File: src/rtl/control_decode_buffer.sv
// Buffered MIPS decode stage: decodes fetched words on acceptance and queues the
// decoded control set in a DEPTH-entry FIFO, with a sticky halt and flush.
module control_decode_buffer #(
    parameter int unsigned DEPTH     = 4,
    parameter bit          ATOMIC_EN = 1'b1
) (
    input  logic                       CLK,
    input  logic                       nRST,
    input  logic [31:0]                instruction,
    input  logic                       instr_valid,
    output logic                       instr_ready,
    input  logic                       flush,
    output logic                       out_valid,
    input  logic                       out_ready,
    output logic [3:0]                 ALUop,
    output logic [1:0]                 ALUsrc,
    output logic [1:0]                 RegDest,
    output logic [1:0]                 pcsrc,
    output logic                       WEN,
    output logic                       MemtoReg,
    output logic                       dREN,
    output logic                       dWEN,
    output logic                       datomic,
    output logic                       jal,
    output logic                       extop,
    output logic                       LUI,
    output logic                       BEQ,
    output logic                       branch,
    output logic                       itype,
    output logic                       halt,
    output logic                       illegal,
    output logic [4:0]                 rs,
    output logic [4:0]                 rt,
    output logic [4:0]                 rd,
    output logic [4:0]                 shamt,
    output logic [15:0]                immed,
    output logic [$clog2(DEPTH+1)-1:0] count
);

    localparam int unsigned CW = $clog2(DEPTH + 1);
    localparam int unsigned PW = $clog2(DEPTH);

    typedef enum logic [3:0] {
        ALU_SLL = 4'd0, ALU_SRL = 4'd1, ALU_ADD = 4'd2, ALU_SUB  = 4'd3,
        ALU_AND = 4'd4, ALU_OR  = 4'd5, ALU_XOR = 4'd6, ALU_NOR  = 4'd7,
        ALU_SLT = 4'd8, ALU_SLTU = 4'd9
    } aluop_t;

    typedef struct packed {
        aluop_t      aluop;
        logic [1:0]  alusrc;
        logic [1:0]  regdest;
        logic [1:0]  pcsrc;
        logic        wen, memtoreg, dren, dwen, datomic, jal, extop;
        logic        lui, beq, branch, itype, halt, illegal;
        logic [4:0]  rs, rt, rd, shamt;
        logic [15:0] immed;
    } entry_t;

    localparam logic [5:0] OP_RTYPE = 6'b000000, OP_J    = 6'b000010, OP_JAL   = 6'b000011;
    localparam logic [5:0] OP_BEQ   = 6'b000100, OP_BNE  = 6'b000101, OP_ADDI  = 6'b001000;
    localparam logic [5:0] OP_ADDIU = 6'b001001, OP_SLTI = 6'b001010, OP_SLTIU = 6'b001011;
    localparam logic [5:0] OP_ANDI  = 6'b001100, OP_ORI  = 6'b001101, OP_XORI  = 6'b001110;
    localparam logic [5:0] OP_LUI   = 6'b001111, OP_LW   = 6'b100011, OP_SW    = 6'b101011;
    localparam logic [5:0] OP_LL    = 6'b110000, OP_SC   = 6'b111000, OP_HALT  = 6'b111111;

    localparam logic [5:0] FN_SLL = 6'b000000, FN_SRL  = 6'b000010, FN_JR   = 6'b001000;
    localparam logic [5:0] FN_ADD = 6'b100000, FN_ADDU = 6'b100001, FN_SUB  = 6'b100010;
    localparam logic [5:0] FN_SUBU = 6'b100011, FN_AND = 6'b100100, FN_OR   = 6'b100101;
    localparam logic [5:0] FN_XOR = 6'b100110, FN_NOR  = 6'b100111, FN_SLT  = 6'b101010;
    localparam logic [5:0] FN_SLTU = 6'b101011;

    entry_t          mem_q [DEPTH];
    entry_t          dec_c, head_c;
    logic            legal_c, push_c, pop_c;
    logic [PW-1:0]   wr_ptr_q, wr_ptr_d, rd_ptr_q, rd_ptr_d;
    logic [CW-1:0]   count_q, count_d;
    logic            halted_q, halted_d;

    // Instruction decode; illegal words keep only the raw fields
    always_comb begin
        dec_c   = '0;
        legal_c = 1'b1;
        case (instruction[31:26])
            OP_RTYPE: begin
                dec_c.regdest = 2'd1;
                dec_c.wen     = 1'b1;
                case (instruction[5:0])
                    FN_ADD, FN_ADDU: dec_c.aluop = ALU_ADD;
                    FN_SUB, FN_SUBU: dec_c.aluop = ALU_SUB;
                    FN_AND:  dec_c.aluop = ALU_AND;
                    FN_OR:   dec_c.aluop = ALU_OR;
                    FN_XOR:  dec_c.aluop = ALU_XOR;
                    FN_NOR:  dec_c.aluop = ALU_NOR;
                    FN_SLT:  dec_c.aluop = ALU_SLT;
                    FN_SLTU: dec_c.aluop = ALU_SLTU;
                    FN_SLL: begin dec_c.aluop = ALU_SLL; dec_c.alusrc = 2'd2; end
                    FN_SRL: begin dec_c.aluop = ALU_SRL; dec_c.alusrc = 2'd2; end
                    FN_JR: begin
                        dec_c.regdest = 2'd0;
                        dec_c.wen     = 1'b0;
                        dec_c.pcsrc   = 2'd3;
                    end
                    default: legal_c = 1'b0;
                endcase
            end
            OP_ADDI, OP_ADDIU, OP_SLTI, OP_SLTIU, OP_ANDI, OP_ORI, OP_XORI: begin
                dec_c.alusrc = 2'd1;
                dec_c.wen    = 1'b1;
                dec_c.itype  = 1'b1;
                case (instruction[31:26])
                    OP_ADDI, OP_ADDIU: begin dec_c.aluop = ALU_ADD;  dec_c.extop = 1'b1; end
                    OP_SLTI:           begin dec_c.aluop = ALU_SLT;  dec_c.extop = 1'b1; end
                    OP_SLTIU:          begin dec_c.aluop = ALU_SLTU; dec_c.extop = 1'b1; end
                    OP_ANDI:           dec_c.aluop = ALU_AND;
                    OP_ORI:            dec_c.aluop = ALU_OR;
                    default:           dec_c.aluop = ALU_XOR;
                endcase
            end
            OP_LUI: begin dec_c.lui = 1'b1; dec_c.wen = 1'b1; dec_c.itype = 1'b1; end
            OP_LW, OP_LL: begin
                dec_c.dren     = 1'b1;
                dec_c.memtoreg = 1'b1;
                dec_c.wen      = 1'b1;
                dec_c.aluop    = ALU_ADD;
                dec_c.alusrc   = 2'd1;
                dec_c.extop    = 1'b1;
                dec_c.datomic  = (instruction[31:26] == OP_LL);
                if (instruction[31:26] == OP_LL && !ATOMIC_EN) legal_c = 1'b0;
            end
            OP_SW: begin
                dec_c.dwen   = 1'b1;
                dec_c.aluop  = ALU_ADD;
                dec_c.alusrc = 2'd1;
                dec_c.extop  = 1'b1;
            end
            OP_SC: begin
                dec_c.dwen     = 1'b1;
                dec_c.datomic  = 1'b1;
                dec_c.wen      = 1'b1;
                dec_c.memtoreg = 1'b1;
                if (!ATOMIC_EN) legal_c = 1'b0;
            end
            OP_BEQ, OP_BNE: begin
                dec_c.branch = 1'b1;
                dec_c.beq    = (instruction[31:26] == OP_BEQ);
                dec_c.aluop  = ALU_SUB;
                dec_c.extop  = 1'b1;
                dec_c.pcsrc  = 2'd1;
            end
            OP_J:    dec_c.pcsrc = 2'd2;
            OP_JAL: begin
                dec_c.pcsrc   = 2'd2;
                dec_c.jal     = 1'b1;
                dec_c.wen     = 1'b1;
                dec_c.regdest = 2'd2;
            end
            OP_HALT: dec_c.halt = 1'b1;
            default: legal_c = 1'b0;
        endcase
        if (!legal_c) begin
            dec_c         = '0;
            dec_c.illegal = 1'b1;
        end
        dec_c.rs    = instruction[25:21];
        dec_c.rt    = instruction[20:16];
        dec_c.rd    = instruction[15:11];
        dec_c.shamt = instruction[10:6];
        dec_c.immed = instruction[15:0];
    end

    assign instr_ready = (count_q != CW'(DEPTH)) && !halted_q;
    assign out_valid   = (count_q != '0);
    assign push_c      = instr_valid && instr_ready && !flush;
    assign pop_c       = out_valid && out_ready && !flush;

    // Pointer/count/halt next state; flush discards same-cycle push and pop
    always_comb begin
        wr_ptr_d = wr_ptr_q;
        rd_ptr_d = rd_ptr_q;
        count_d  = count_q;
        halted_d = halted_q || (push_c && dec_c.halt);
        if (flush) begin
            wr_ptr_d = '0;
            rd_ptr_d = '0;
            count_d  = '0;
        end else begin
            if (push_c) wr_ptr_d = wr_ptr_q + PW'(1);
            if (pop_c)  rd_ptr_d = rd_ptr_q + PW'(1);
            count_d = count_q + CW'(push_c) - CW'(pop_c);
        end
    end

    always_ff @(posedge CLK or negedge nRST) begin
        if (!nRST) begin
            wr_ptr_q <= '0;
            rd_ptr_q <= '0;
            count_q  <= '0;
            halted_q <= 1'b0;
        end else begin
            wr_ptr_q <= wr_ptr_d;
            rd_ptr_q <= rd_ptr_d;
            count_q  <= count_d;
            halted_q <= halted_d;
        end
    end

    // Entry storage needs no reset: the head is masked while empty
    always_ff @(posedge CLK) begin
        if (push_c) mem_q[wr_ptr_q] <= dec_c;
    end

    assign head_c   = out_valid ? mem_q[rd_ptr_q] : '0;
    assign ALUop    = head_c.aluop;
    assign ALUsrc   = head_c.alusrc;
    assign RegDest  = head_c.regdest;
    assign pcsrc    = head_c.pcsrc;
    assign WEN      = head_c.wen;
    assign MemtoReg = head_c.memtoreg;
    assign dREN     = head_c.dren;
    assign dWEN     = head_c.dwen;
    assign datomic  = head_c.datomic;
    assign jal      = head_c.jal;
    assign extop    = head_c.extop;
    assign LUI      = head_c.lui;
    assign BEQ      = head_c.beq;
    assign branch   = head_c.branch;
    assign itype    = head_c.itype;
    assign halt     = head_c.halt;
    assign illegal  = head_c.illegal;
    assign rs       = head_c.rs;
    assign rt       = head_c.rt;
    assign rd       = head_c.rd;
    assign shamt    = head_c.shamt;
    assign immed    = head_c.immed;
    assign count    = count_q;

endmodule
File: config.mk
export PLATFORM = sky130hd
export DESIGN_NAME = control_decode_buffer
export DESIGN_NICKNAME = d
export VERILOG_FILES = /design/src/rtl/control_decode_buffer.sv
export SDC_FILE = /design/constraint.sdc
export NUM_CORES = 1
export LEC_CHECK = 0
export ABC_AREA = 1
export CAP_MARGIN = 20
export CORE_UTILIZATION = 60
export DETAILED_ROUTE_END_ITERATION = 10
export PLACE_DENSITY = 0.87
export SETUP_SLACK_MARGIN = 0.05
export SLEW_MARGIN = 20
export SYNTH_ARGS = -nofsm -noshare
export SYNTH_HDL_FRONTEND = slang
export SYNTH_SLANG_ARGS = --single-unit
File: constraint.sdc
create_clock -name CLK -period 8.5 [get_ports CLK]
set_clock_uncertainty 0.2 [all_clocks]
set_input_delay 1.7 -clock CLK [delete_from_list [all_inputs] [get_ports CLK]]
set_output_delay 1.7 -clock CLK [all_outputs]
set_load 0.01 [all_outputs]
; Word-level counts from Yosys, hierarchy flattened
; Memory sizes are Yosys's and may differ from the RTL's.
; Index checks and enable logic that the tools add are counted.
[op_classes]
n_mux = 31
n_addsub = 4
eq_ne = 30
reduce_logical = 32
[op_table]
columns = operator, n
row1 = 59-bit two-way mux, 2
row2 = 6-bit equality test (second input constant), 15
row3 = 6-bit by 4-bit equality test with 1-bit output (second input constant), 9
row4 = 4-bit case mux with 9 select lines, 1
row5 = 4-bit case mux with 5 select lines, 1
row6 = 6-bit by 2-bit equality test with 1-bit output (second input constant), 3
row7 = 17-bit OR reduction, 1
row8 = 4-bit case mux with 4 select lines, 1
row9 = 2-bit OR reduction, 8
row10 = 13-bit OR reduction, 1
row11 = 6-bit by 3-bit equality test with 1-bit output (second input constant), 2
row12 = 6-bit logical NOT, 2
row13 = 2-bit two-way mux, 6
row14 = 12-bit OR reduction, 1
row15 = 1-bit two-way mux, 11
row16 = 10-bit OR reduction, 1
row17 = 1-bit case mux with 2 select lines, 4
row18 = 2-bit case mux with 2 select lines, 2
row19 = 8-bit OR reduction, 1
row20 = 7-bit OR reduction, 1
row21 = 1-bit logical AND, 6
row22 = 2-bit case mux with 3 select lines, 1
row23 = 3-bit OR reduction, 2
row24 = 5-bit OR reduction, 1
row25 = other kinds (11), 14
[word_totals]
output_inout_bits = 64
regBits = 8
mem_count = 1
ram_bits = 236
in_bits = 37
word_cells = 102
[memory_table]
columns = name, depth, width, read_ports, rd_clocked_by_memory_dff, write_ports, line_no
row1 = mem_q, 4, 59, 1, 0, 1, 73  ; entry_t mem_q [DEPTH];

; Depth between registers and ports, before layout
[logic_depth]
depth_word = 7
mapped_depth = 11
ltp_nobuf = 11

; Worst setup path after synthesis
; Ideal clock, no wire load.
[synth_timing]
path_kind = input to register
from = input port flush
to = memory mem_q[0][0] (netlist bit), enable pin
required_time_ns = 7.844
setup_ns = 0.456
path_slack_ns = 3.789
path_buffers = 0
arrival_time_ns = 4.056
cell_stages = 3
cell_sequence = inv_1 nand3_2 nor2_1
[synth_between]
elab_chain_len = 4
[synth_rtl]
columns = element, line_no
row1 = "start, declared", 12  ; input logic flush,
row2 = 1-bit logical NOT, 174  ; assign push_c = instr_valid && instr_ready && !flush;
row3 = 1-bit logical AND, 174
row4 = 1-bit two-way mux, 210  ; if (push_c) mem_q[wr_ptr_q] <= dec_c;
row5 = 1-bit two-way mux (not written as such), 210
row6 = "end, declared", 73
; No other way between the ends.

; Final worst setup path
[layout_timing]
from = register rd_ptr_q[0]
to = output port ALUsrc[0]
[layout_between]
elab_chain_len = 2
[layout_rtl]
columns = element, line_no
row1 = "start, declared", 76  ; logic [PW-1:0] wr_ptr_q, wr_ptr_d, rd_ptr_q, rd_ptr_d;
row2 = "start signal, assigned", 202  ; rd_ptr_q <= rd_ptr_d;
row3 = memory read 4 x 59 bit, -
row4 = 59-bit two-way mux, 213  ; assign head_c = out_valid ? mem_q[rd_ptr_q] : '0;
row5 = "end, declared", 16  ; output logic [1:0] ALUsrc,
; No other way between the ends.

==> impl_metrics.csv <==
group,metric,value,unit
layout,final_nets,893,
route,drt_iter0_markers,613,
layout,layout_common_cells,"223 x nor2_1, 196 x edfxtp_1, 100 x clkdlybuf4s50_1",
logic_synthesis,synth.avg_cell_area,11.4,um^2
place,portBuffers,100,
logic_synthesis,ys_types,33,
worst_setup_path,crit_fanout,74,
sta,fmax,203,MHz
logic_synthesis,syn_inst,765,
layout,area_growth,19.4,%
grt,grt_pass1_vias,5832,
logic_synthesis,ys_seq_area_frac,0.701,
grt,grt_max_degree,100,
layout,layout-drive-gt1-share,0.0753,
worst_setup_path,critPathArrivalTime,3.03,ns
clock_network,cts.htree.levels,1,
floorplan,initial_core_util,0.621,
clock_network,clkTransAtPathRegs,0.06,ns
pwr,comb_power_share,0.317,
floorplan,die_area,0.0150,mm^2
pwr,p_leak,3.73,nW
worst_setup_path,crit_type,"flop to primary output",
sta,fin_crit,4.93,ns
worst_hold_path,hold_path_class,"flop to flop",
layout,fin_util,0.742,
worst_setup_path,reg2reg_slack,5.60,ns
sta,hold_viol_final,0,
route,vias_per_cell,5.76,
logic_synthesis,syn_area,0.00869,mm^2
logic_synthesis,ys_seq_elements,204,
pwr,p_switching,0.000881,W
worst_setup_path,cp-end-kind,"primary output",
worst_setup_path,reg2reg_to,"count[2]$_DFF_PN0_",
worst_setup_path,r2r-start,"count[1]$_DFF_PN0_",
clock_network,cts_sinks,204,
sta,tns,0,ns
sta,slew_headroom,0.307,
grt,antenna_found_initial,0,
sta,period_share,0.580,
layout,fillers,878,
place,gp_congestion,0.892,
grt,globalRouteTotalUtil,0.250,
route,drtAntennaViolNets,0,
grt,grt-ovfl-total,0,
route,remaining_drc_errors,0,
clock_network,cts_resized,0,
logic_synthesis,synth_compound_area_frac,0.0951,
logic_synthesis,ys_warn_count,0,
floorplan,die_x,122,um
worst_setup_path,worst_setup_path_start_kind,"flop",
floorplan,die_height,122,um
route,totalWireLength,18400,um
clock_network,root_buffer,"clkbuf_16",
clock_network,clock_latency,0.48,ns
clock_network,cts_buffer_depth,3,
sta,rsz0062_at_grt,"false",
sta,hold-worst-slack,0.291,ns
logic_synthesis,synth-simple-area-share,0.148,
pwr,clockPowerShare,0.273,
route,vias,6003,
pwr,seqPwrFrac,0.410,
worst_setup_path,r2r_cells,12,
worst_setup_path,crit_path_start,"rd_ptr_q[0]$_DFFE_PN0P_",
status,status,"completed",
floorplan,coreArea,0.0140,mm^2
clock_network,cts_setup_buffers,0,
sta,max_slew.worst_pin.slew,1.04,ns
sta,drv_slew,0,
pwr,p_int,0.00201,W
layout,final_common_cell,"nor2_1",
logic_synthesis,synth.area.mux_share,0,
grt,grt_pass1_wl,28400,um
worst_setup_path,endpoint,"ALUsrc[0]",
pwr,sw_frac_of_total,0.305,
route,drtPass1Iterations,6,
sta,setup_viol,0,
place,dpl.hpwl,10600,um
clock_network,postCtsHoldBufs,0,
floorplan,pin_count,101,
floorplan,fp-row-count,43,
pwr,peakVddDrop,191,uV
worst_setup_path,required,6.60,ns
layout,diodes,0,
logic_synthesis,synth_adder_area_share,0.0109,
job,max_cap_viol_count,0,
clock_network,cts_buffers,20,
route,wl_per_cell,17.6,um
logic_synthesis,synth_top_family_by_area,"simple AND/OR/NAND/NOR gates",
logic_synthesis,synth_fp_nets,809,
pwr,power_density,279,mW/mm^2
logic_synthesis,synth_xor_area_frac,0.00202,
clock_network,cts_tree,"built",
## logic make-up after synthesis
group,after synthesis
AOI/OAI and AO/OA,163
xor gates and xnor gates,2
adders and majority gates,7
buffers and inverters,84
DFF,204
and+or+nand+nor,305
## power by group through the flow
stage	Combinational, W	Clock, W	Sequential [W]
5_1_grt	0.000996	0.000830	0.00119
4_1_cts	0.000920	0.000798	0.00119
3_5_place_dp	0.000915	0	0.00121
3_3_place_gp	0.000894	0	0.00120
2_1_floorplan	0.000496	0	0.00120
6_report	0.000918	0.000789	0.00119
## layer usage
metal | vias up | track usage | wire (um)
met3 | 33 | 0.0307 | 1490
li1 | 2810 | - | -
met5 | - | 0 | 0
met4 | 0 | 0.0800 | 352
met2 | 306 | 0.441 | 9350
met1 | 2854 | 0.321 | 7210
## per-stage QoR
stage	setup slack [ns]	cell area, um^2	total power, W	cells
2_1_floorplan	3.79	8690	0.00170	765
3_3_place_gp	4.23	9780	0.00210	1007
3_5_place_dp	4.15	9780	0.00212	1007
4_1_cts	3.64	10400	0.00290	1043
5_1_grt	3.45	10400	0.00302	1043
6_report	3.57	10400	0.00289	1043
## worst min path at each step
stage | start | to | cells past startpoint
finish | halted_q$_DFF_PN0_ | halted_q$_DFF_PN0_ | 1
CTS | halted_q$_DFF_PN0_ | halted_q$_DFF_PN0_ | 1
detailed placement | halted_q$_DFF_PN0_ | halted_q$_DFF_PN0_ | 1
global route | halted_q$_DFF_PN0_ | halted_q$_DFF_PN0_ | 1
global placement | halted_q$_DFF_PN0_ | halted_q$_DFF_PN0_ | 1
floorplan | halted_q$_DFF_PN0_ | halted_q$_DFF_PN0_ | 1
## cells in the mapped netlist, drive strengths merged
cell,count,share of area
o211ai,2,0.0017
dfrtp,8,0.023
nor3,4,0.0029
and2,1,0.00072
clkbuf,22,0.0097
nand3b,1,0.00086
edfxtp,196,0.68
xor2,1,0.0010
or2,1,0.00072
inv,36,0.016
nand4,4,0.0029
o21ai,104,0.060
ha,6,0.0086
a21oi,55,0.032
clkinv,1,0.00043
xnor2,1,0.0010
o21bai,1,0.00086
fa,1,0.0023
nor2,235,0.11
o31ai,1,0.00086
buf,25,0.018
nand3,24,0.017
nand2,35,0.016
## registers in the layout, indices dropped and copies added, names as in the netlist
signal    count
halted_q      1
mem_q       196
rd_ptr_q      2
wr_ptr_q      2
count         3
## critical path: stages, from the launching register on
cell and delay [ns]:
dfrtp_2 0.40, inv_2 0.29, buf_4 0.61, o21ai_0 0.24, a21oi_1 0.35, clkdlybuf4s50_1 0.62
## area by class of cell
type                    instances  area (um^2)  share of cell area
multi-input cells             477         2260               0.218
well taps                     180          225              0.0217
inverters                      37          139              0.0134
clock inverters                10         48.8             0.00470
clock buffers                  26          544              0.0525
repair buffers                109         1070               0.103
flip-flops and latches        204         6090               0.587
Note: power is estimated with default switching activity, not from simulation.
